### src/rtl/bcd_modcnt.sv
// Two-digit BCD modulo counter (0..MODULUS-1) with up/down counting,
// range-checked preset load and a manual adjust input. The ca/bo outputs
// feed the cnten input of the next stage, so a chain of stages all step
// on the same clock edge.
module bcd_modcnt #(
  parameter int MODULUS = 60,
  parameter int UPW     = 3,
  parameter int INIT    = 0
) (
  input  logic           CLK,
  input  logic           RST,
  input  logic           cnten,
  input  logic           dir,
  input  logic           load,
  input  logic [UPW-1:0] ldup,
  input  logic [3:0]     ldlow,
  input  logic           adj,
  output logic           ca,
  output logic           bo,
  output logic [UPW-1:0] digitup,
  output logic [3:0]     digitlow,
  output logic           ld_err
);

  // Terminal value MODULUS-1 and reset value INIT, split into BCD digits.
  localparam int TOPUP  = (MODULUS - 1) / 10;
  localparam int TOPLOW = (MODULUS - 1) % 10;

  localparam logic [UPW-1:0] TOPUP_D    = UPW'(TOPUP);
  localparam logic [3:0]     TOPLOW_D   = 4'(TOPLOW);
  localparam logic [UPW-1:0] INIT_UP_D  = UPW'(INIT / 10);
  localparam logic [3:0]     INIT_LOW_D = 4'(INIT % 10);

  // Reject illegal parameter sets while elaborating.
  if (MODULUS < 2 || MODULUS > 100) begin : g_bad_modulus
    $error("bcd_modcnt: MODULUS=%0d outside 2..100", MODULUS);
  end
  if (UPW < 1 || (2 ** UPW) <= TOPUP) begin : g_bad_upw
    $error("bcd_modcnt: UPW=%0d cannot hold upper digit %0d", UPW, TOPUP);
  end
  if (INIT < 0 || INIT >= MODULUS) begin : g_bad_init
    $error("bcd_modcnt: INIT=%0d outside 0..MODULUS-1", INIT);
  end

  logic           at_top;
  logic           at_zero;
  logic           ld_ok;
  logic [UPW-1:0] inc_up,  dec_up,  up_nx;
  logic [3:0]     inc_low, dec_low, low_nx;
  logic           err_nx;

  // Digit-wise range tests; the counter never converts to binary.
  assign at_top  = (digitup == TOPUP_D) && (digitlow == TOPLOW_D);
  assign at_zero = (digitup == '0)      && (digitlow == 4'd0);
  assign ld_ok   = (ldlow <= 4'd9) &&
                   ((ldup < TOPUP_D) || ((ldup == TOPUP_D) && (ldlow <= TOPLOW_D)));

  // Carry/borrow only for a plain count step, so the next stage advances on
  // the same edge that this stage wraps.
  assign ca = cnten & ~dir & ~load & ~adj & ~RST & at_top;
  assign bo = cnten &  dir & ~load & ~adj & ~RST & at_zero;

  // Increment and decrement candidates, both wrapping at the modulus.
  always_comb begin
    // NOTE: every combinational output gets a default first so no path
    // leaves it unassigned, which would otherwise infer a latch.
    inc_up  = digitup;
    inc_low = digitlow + 4'd1;
    dec_up  = digitup;
    dec_low = digitlow - 4'd1;
    if (at_top) begin
      inc_up  = '0;
      inc_low = 4'd0;
    end else if (digitlow == 4'd9) begin
      inc_up  = digitup + UPW'(1);
      inc_low = 4'd0;
    end
    if (at_zero) begin
      dec_up  = TOPUP_D;
      dec_low = TOPLOW_D;
    end else if (digitlow == 4'd0) begin
      dec_up  = digitup - UPW'(1);
      dec_low = 4'd9;
    end
  end

  // Action select: load beats adj beats cnten; one action per edge.
  always_comb begin
    up_nx  = digitup;
    low_nx = digitlow;
    err_nx = 1'b0;
    if (load) begin
      if (ld_ok) begin
        up_nx  = ldup;
        low_nx = ldlow;
      end else begin
        err_nx = 1'b1;
      end
    end else if (adj) begin
      up_nx  = inc_up;
      low_nx = inc_low;
    end else if (cnten) begin
      up_nx  = dir ? dec_up  : inc_up;
      low_nx = dir ? dec_low : inc_low;
    end
  end

  // Digit and error registers with synchronous reset to INIT.
  always_ff @(posedge CLK) begin
    // NOTE: state registers use non-blocking assignment so every flop
    // samples pre-edge values regardless of statement order.
    if (RST) begin
      digitup  <= INIT_UP_D;
      digitlow <= INIT_LOW_D;
      ld_err   <= 1'b0;
    end else begin
      digitup  <= up_nx;
      digitlow <= low_nx;
      ld_err   <= err_nx;
    end
  end

endmodule
### config.mk
export PLATFORM = sky130hd
export DESIGN_NAME = bcd_modcnt
export DESIGN_NICKNAME = d
export VERILOG_FILES = /design/src/rtl/bcd_modcnt.sv
export SDC_FILE = /design/constraint.sdc
export NUM_CORES = 1
export LEC_CHECK = 0
export CORE_UTILIZATION = 43
export DETAILED_ROUTE_END_ITERATION = 12
export PLACE_DENSITY_LB_ADDON = 0.12
export SYNTH_ARGS = -nofsm -noshare
export SYNTH_HDL_FRONTEND = slang
export SYNTH_SLANG_ARGS = --single-unit
### constraint.sdc
create_clock -name CLK -period 1.7 [get_ports CLK]
set_input_delay 0.425 -clock CLK [delete_from_list [all_inputs] [get_ports CLK]]
set_output_delay 0.425 -clock CLK [all_outputs]
set_load 0.005 [all_outputs]
## After elaboration in Yosys (flattened, before gate mapping)

Cells that the tools add are included.

| storage, ports and cells | value |
|---|---|
| bits of input ports | 13 |
| register bits after elaboration | 8 |
| output and inout port bits | 10 |

| operators by class | value |
|---|---|
| order comparisons | 2 |
| mux-type cells | 19 |
| bitwise logic cells | 14 |
| reductions and logical operators | 11 |
| equal/unequal tests | 5 |
| $add $sub $neg | 4 |

Operators with widths:

| cell | number |
|---|---|
| $mux W4 | 9 |
| $mux W3 | 9 |
| $and A1 B1 Y1 | 10 |
| $eq A3 B3 Y1 const B | 2 |
| $ne A5 B1 Y1 const B | 1 |
| $add A4 B1 Y4 const B | 1 |
| $eq A4 B4 Y1 const B | 1 |
| $le A4 B4 Y1 const B | 1 |
| $logic_and A1 B1 Y1 | 4 |
| $logic_not A4 Y1 | 1 |
| $not A1 Y1 | 4 |
| $sub A4 B1 Y4 const B | 1 |
| $add A3 B1 Y3 const B | 1 |
| $logic_not A3 Y1 | 1 |
| $lt A3 B3 Y1 const B | 1 |
| $reduce_and A3 Y1 | 1 |
| $reduce_bool A3 Y1 | 1 |
| $sub A3 B1 Y3 const B | 1 |
| $ne A2 B1 Y1 const B | 1 |
| $reduce_and A2 Y1 | 1 |
| $reduce_or A2 Y1 | 1 |
| $logic_or A1 B1 Y1 | 1 |
| $mux W1 | 1 |

## Depth between registers and ports, before layout

Gate-level depths: netlist of the first run.

| logic depth | value |
|---|---|
| depth after elaboration | 7 |
| depth in mapped cells | 6 |

## Least setup slack after synthesis of the first run

No wires, ideal clock.

| timing | value |
|---|---|
| path type | register -> output |
| start | register digitlow[0] |
| end | output ca |
| required time | 1.275 ns |
| path buffers | 0 |
| arrival | 1.487 ns |
| slack | -0.212 ns |
| stages on the path, launching flop included | 5 |
| cell sequence | dfxtp_1 > ha_1 > nand3b_4 > or4_1 > nor3_1 |

| on the way | value |
|---|---|
| word-level cells in the longest chain between the ends | 3 |

Ends and longest elaborated chain:

| item | line | RTL |
|---|---|---|
| from (decl) | 21 | `output logic [3:0] digitlow,` |
| from (signal assigned) | 118 | `digitlow <= low_nx;` |
| $eq A4 B4 Y1 | 53 | `assign at_top = (digitup == TOPUP_D) && (digitlow == TOPLOW_D);` |
| $logic_and A1 B1 Y1 | 53 |  |
| $and A1 B1 Y1 | 60 | `assign ca = cnten & ~dir & ~load & ~adj & ~RST & at_top;` |
| to (decl) | 18 | `output logic ca,` |

No other way between the ends.

## Final worst setup path of the first run

| timing | value |
|---|---|
| start | register digitlow[1] |
| end | output ca |

Same word-level chain as after synthesis.

==> out/qor.txt, run 1 <==
status: finished, violations left
violated checks: negative setup slack
Rel. slew slack: 72.5%
Via density: 5.81
top-count cell post-synth: inv_1
Hold Path End: digitup[2]
Main synth FF type: dfxtp_1
Die Area: 0.00228 mm2
Placement Cell Area: 0.00141 mm2
Max H-tree Level: 1
die extent in y: 47.7 um
Final min period: 2050 ps
final worst slack: -348 ps
Yosys cell types: 44
top cell type's share of synthesized area: 17.8%
Pre-Repair DR Iteration Count: 4
global-route wire length before repair: 4510 um
Setup Slack @ Placement: -928 ps
top cells by area, synth: dfxtp_1 18%, ha_1 11%, inv_1 3.8%, nand2b_1 3.5%, a21oi_1 3.3%
Worst-Margin Slew: 410 ps
GRT Total Usage: 28.6%
crit path kind: register to output port
Post-Syn Instances: 110
Cell Area, Synth: 900 um2
period utilization: 120%
crit start category: register
core area: 0.00196 mm2
drt drc: 0
routed length per instance: 16.9 um
most common library cells after synthesis: 9 x inv_1, 8 x dfxtp_1, 8 x ha_1
endpoints failing hold: 0
Final nets: 191
clock latency on the worst-skew pair: 260 ps
Warnings, synthesis: 0
initial antenna violation count: 0
IO Pins: 23
DR vias: 1139
Clk pin slew, worst setup/hold paths: 60 ps
critical path peak fanout: 2
number of synthesized flops with an enable pin: 0
RD Place Congestion: 0.853
share of cells above drive strength 1: 45.0%
worst hold path class: register to register
HPWL after detailed placement: 2120 um
Root Driver: clkbuf_4
Synth Register Bits: 8
power density cells: 581 mW/mm2
CP Capture Type: output port
CP Cell Sequence: inv_2 > ha_4 > nand3b_4 > or4_4 > nor3_2 > buf_2
Pleak: 0.689 nW
total gr overflow: 0
Hold Crit Start: digitup[2]
final worst clock skew: 4.79 ps
Initial Util: 45.9%
async set-or-reset flop fraction in the synthesized netlist: 0%
cell taking the most area after synthesis: dfxtp_1
final antenna-violating net count: 0
R2R setup slack: -180 ps
net count after synthesis: 131
ant diodes: 0
Seq/Total Area, Yosys: 17.8%
Critical Path RT: 1270 ps
worst IR drop on VDD: 540 uV
final instance area: 0.00158 mm2
Die W: 47.7 um
# rows: 16
maximum clock rate: 488 MHz
Worst EP arrival: 1620 ps
CP max-delay cell: or4_4
final WL: 3310 um
area grow syn2layout: 75.8%
WHS Path Cells: 3
largest net degree at the start of global routing: 20
hold buffers post-CTS: 0
Pwr Total: 0.919 mW
IO buf count: 22
CTS tree: built
max cap viols: 0
Max stage delay on crit path: 420 ps
Pins Over Slew Limit: 0
vias in the first global route: 1003
CTS sink count: 8
final setup violation count: 7
maximum root-to-sink buffer count: 2
DRT iter0 DRCs: 35
Num CTS Buffers: 3
RR Endpoint: digitup[2]
unrepaired setup endpoints after global routing: true
R2R depth: 9
Critical R2R Launch: digitlow[1]
syn_area_per_cell: 8.18 um2
stage by stage:
step                      util, %  setup TNS (ps)  instances  hold slack (ps)
after floorplan                 -           -55.8        110              538
after global placement       71.9           -4590        188              594
after detailed placement     71.9           -4760        188              591
after CTS                    76.9            -774        194              622
after global routing         80.6           -1450        196              700
final                        80.6           -1170        196              670
cell type report:
class,count,area [um2]
clock buffers,4,26.3
fillers,133,380
inverters,9,33.8
multi-input cells,86,800
flip-flops and latches,8,166
well taps,27,33.8
repair buffers,62,522
power by group:
part | internal, mW | switching, mW
Combinational | 0.284 | 0.247
Sequential | 0.209 | 0.0148
Clock | 0.0905 | 0.0751
routing by layer:
metal | up-vias | global-route usage, % | routed length (um) | part of all wire [%]
met5 | - | 0 | 0 | 0
met4 | 0 | 10.0 | 72 | 2.2
met3 | 12 | 2.64 | 215 | 6.5
met2 | 62 | 49.2 | 1670 | 50
met1 | 529 | 37.1 | 1350 | 41
li1 | 536 | - | - | -
how the worst max path moves through the flow:
stage,start,endpoint,slack (ps),cells past startpoint
after global placement,RST,ca,-840,5
after CTS,digitlow[1],ca,-350,6
final,digitlow[1],ca,-350,6
after detailed placement,RST,ca,-930,5
after global routing,digitlow[1],ca,-400,6
after floorplan,digitlow[1],ca,-60,5
repair_timing:
action / in CTS / in global routing
pin swaps: 7 / 2
setup buffers: 2 / 2
resized for setup: 29 / 12
endpoints found under the setup margin: 11 / 10
cells in the final DEF, fill, tap and decap left out, types with 2 or more instances in the layout:
cell and count:
buf_4 37, clkdlybuf4s50_1 13, inv_1 8, a21oi_1 6
nor2_1 6, nand2_1 5, ha_1 5, dfxtp_1 5
dlygate4sd2_1 5, nand3_1 4, nand2b_1 4, o21a_1 3
ha_4 3, clkbuf_4 3, nand2b_4 2, or3_1 2
nand4b_1 2, a311oi_2 2, o31ai_1 2, a211oi_2 2
o211ai_1 2, dfxtp_2 2, buf_2 2, buf_6 2
logic make-up after synthesis:
group / synth area share [%]
fa+ha+maj: 11.1
compound gates: 29.9
mux: 1.67
flops: 17.8
buf+inv: 8.48
simple gates: 31.0
worst max-delay path, delay by kind of cell, from the launching register on:
kind,cells,cell delay (ps)
adder cells (fa/ha/maj),1,150
buffers and inverters,2,220
flip-flops,1,320
AND/OR/NAND/NOR,3,670
flip-flops by register name (all words and copies together), names as in the netlist:
name      cells
digitlow      4
digitup       3
ld_err        1
No activity file was read; power rests on OpenSTA's default activity.
==> inputs of run 2 (changes only) <==
CELL_PAD_IN_SITES_DETAIL_PLACEMENT = 0   (was unset)
CELL_PAD_IN_SITES_GLOBAL_PLACEMENT = 2   (was unset)
CORE_UTILIZATION = 25   (was 43)
GPL_TIMING_DRIVEN = 0   (was unset)
==> run 2 against run 1 <==
  * The run still ends with negative setup slack left
  * Worst hold slack got worse by 71 ps
  * Global-route usage fell by 12 points
  * Total power shrank 6.1%
  * Setup slack gained 38 ps
  * Via count shrank 12%
  * Routed wire length down 11%
  * Cell area down 8.2%
  * Non-clock buffer count down 16
  * Flip-flop and latch count did not move
  * Final cell count up 1.5%
  * Core utilization shrank 38 points
  * Critical path depth is the same
  * Highest routed layer unchanged
==> out/qor.txt, run 2 (synthesis results as in run 1) <==
status: finished, violations left
violated checks: negative setup slack
R2R setup slack: -230 ps
vias in the first global route: 968
Final min period: 2010 ps
GRT Total Usage: 17.1%
Critical path buffers and inverters: 2
routed length per instance: 14.8 um
maximum clock rate: 497 MHz
Hold Path End: digitup[0]
R2R depth: 10
Setup TNS: -1210 ps
Max stage delay on crit path: 410 ps
drt drc: 0
final worst slack: -310 ps
Critical Path RT: 1270 ps
initial antenna violation count: 0
share of cells above drive strength 1: 37.3%
IO Pins: 23
hold buffers post-CTS: 0
Final nets: 175
commonest cells after routing, fill and taps aside: 16 x buf_4, 12 x clkdlybuf4s50_1, 7 x inv_1, 7 x nor2_1, 7 x dlygate4sd2_1
Via density: 5.07
# rows: 21
IO buf count: 22
Initial Util: 26.5%
crit start category: register
Clk pin slew, worst setup/hold paths: 70 ps
Pwr Total: 0.863 mW
final worst clock skew: 13.5 ps
CTS sink count: 8
Pins Over Slew Limit: 0
worst IR drop on VDD: 408 uV
Rel. slew slack: 65.5%
power density cells: 595 mW/mm2
area grow syn2layout: 61.3%
final setup violation count: 7
hold_ws: 599 ps
Largest register FFs: 4
critical path peak fanout: 4
die extent in y: 62.0 um
core area: 0.00339 mm2
Max H-tree Level: 1
clock latency on the worst-skew pair: 280 ps
most common cell after layout, fill and taps aside: buf_4
unrepaired setup endpoints after global routing: true
Post-Layout Cell Count: 199
DR vias: 1008
final antenna-violating net count: 0
CP Capture Type: output port
Worst EP arrival: 1590 ps
CP Cell Sequence: inv_6 > ha_4 > nand3b_4 > or4_4 > nor3_2 > buf_2
Num CTS Buffers: 3
period utilization: 118%
Pleak: 0.598 nW
Pre-Repair DR Iteration Count: 4
Placement Cell Area: 0.00121 mm2
Setup Slack @ Placement: -1050 ps
WHS Path Cells: 2
routed length on met1: 1530 um
Critical R2R Launch: digitlow[0]
Hold Crit Start: digitup[0]
max cap viols: 0
CP delay by family, top: simple AND/OR/NAND/NOR gates
final instance area: 0.00145 mm2
leading registers by flop count: digitlow: 4 flops, digitup: 3 flops, ld_err: 1 flops
Core Util, Final: 42.8%
final WL: 2950 um
Die W: 62.0 um
Die Area: 0.00384 mm2
DR top layer: met4
Met2 Wirelength: 1250 um
global-route wire length before repair: 4640 um
worst hold path class: register to register
maximum root-to-sink buffer count: 2
Root Driver: clkbuf_4
ant diodes: 0
RR Endpoint: digitup[0]
placed cells: 178
crit path kind: register to output port
Worst-Margin Slew: 517 ps
CP max-delay cell: or4_4
largest register by flop count: digitlow
HPWL after detailed placement: 2040 um
RD Place Congestion: 0.761
endpoints failing hold: 0
DRT iter0 DRCs: 29
total gr overflow: 0
routed wl met3: 112 um
largest net degree at the start of global routing: 11
CTS tree: built
==> run 2: routing by layer <==
| metal | vias up | track usage (%) |
|---|---|---|
| met3 | 5 | 1.45 |
| met5 | - | 0 |
| li1 | 501 | - |
| met1 | 475 | 24.4 |
| met4 | 0 | 9.21 |
| met2 | 27 | 25.1 |
==> run 2: power breakdown <==
part	leakage (nW)	internal [mW]	switching (mW)
Clock	0.0150	0.0906	0.0811
Sequential	0.0685	0.210	0.0273
Combinational	0.515	0.246	0.208
==> run 2: area by class of cell <==
type	instances	area [um2]
fillers	352	1940
multi-input cells	86	764
repair buffers	39	335
flip-flops and latches	8	171
well taps	46	57.6
plain buffers	7	55.1
inverters	9	41.3
clock buffers	4	26.3
==> run 2: worst max-delay path by stage <==
| stage | cells after the start | slack [ps] | end | startpoint |
|---|---|---|---|---|
| floorplan | 5 | -60 | ca | digitlow[1] |
| global placement | 5 | -1060 | ca | load |
| detailed placement | 5 | -1050 | ca | load |
| CTS | 6 | -340 | bo | digitlow[0] |
| global route | 6 | -390 | bo | digitlow[0] |
| finish | 6 | -310 | ca | digitlow[1] |
==> run 2: worst min-delay path, cell delays in order (launching register included) <==
cell and delay, ps:
dfxtp_2 360, nand2b_1 80, o221ai_1 110
==> run 2: repair_timing <==
action	CTS	global route
setup endpoints to repair	10	11
buffers inserted	16	4
resized for setup	38	6
pin swaps	13	6
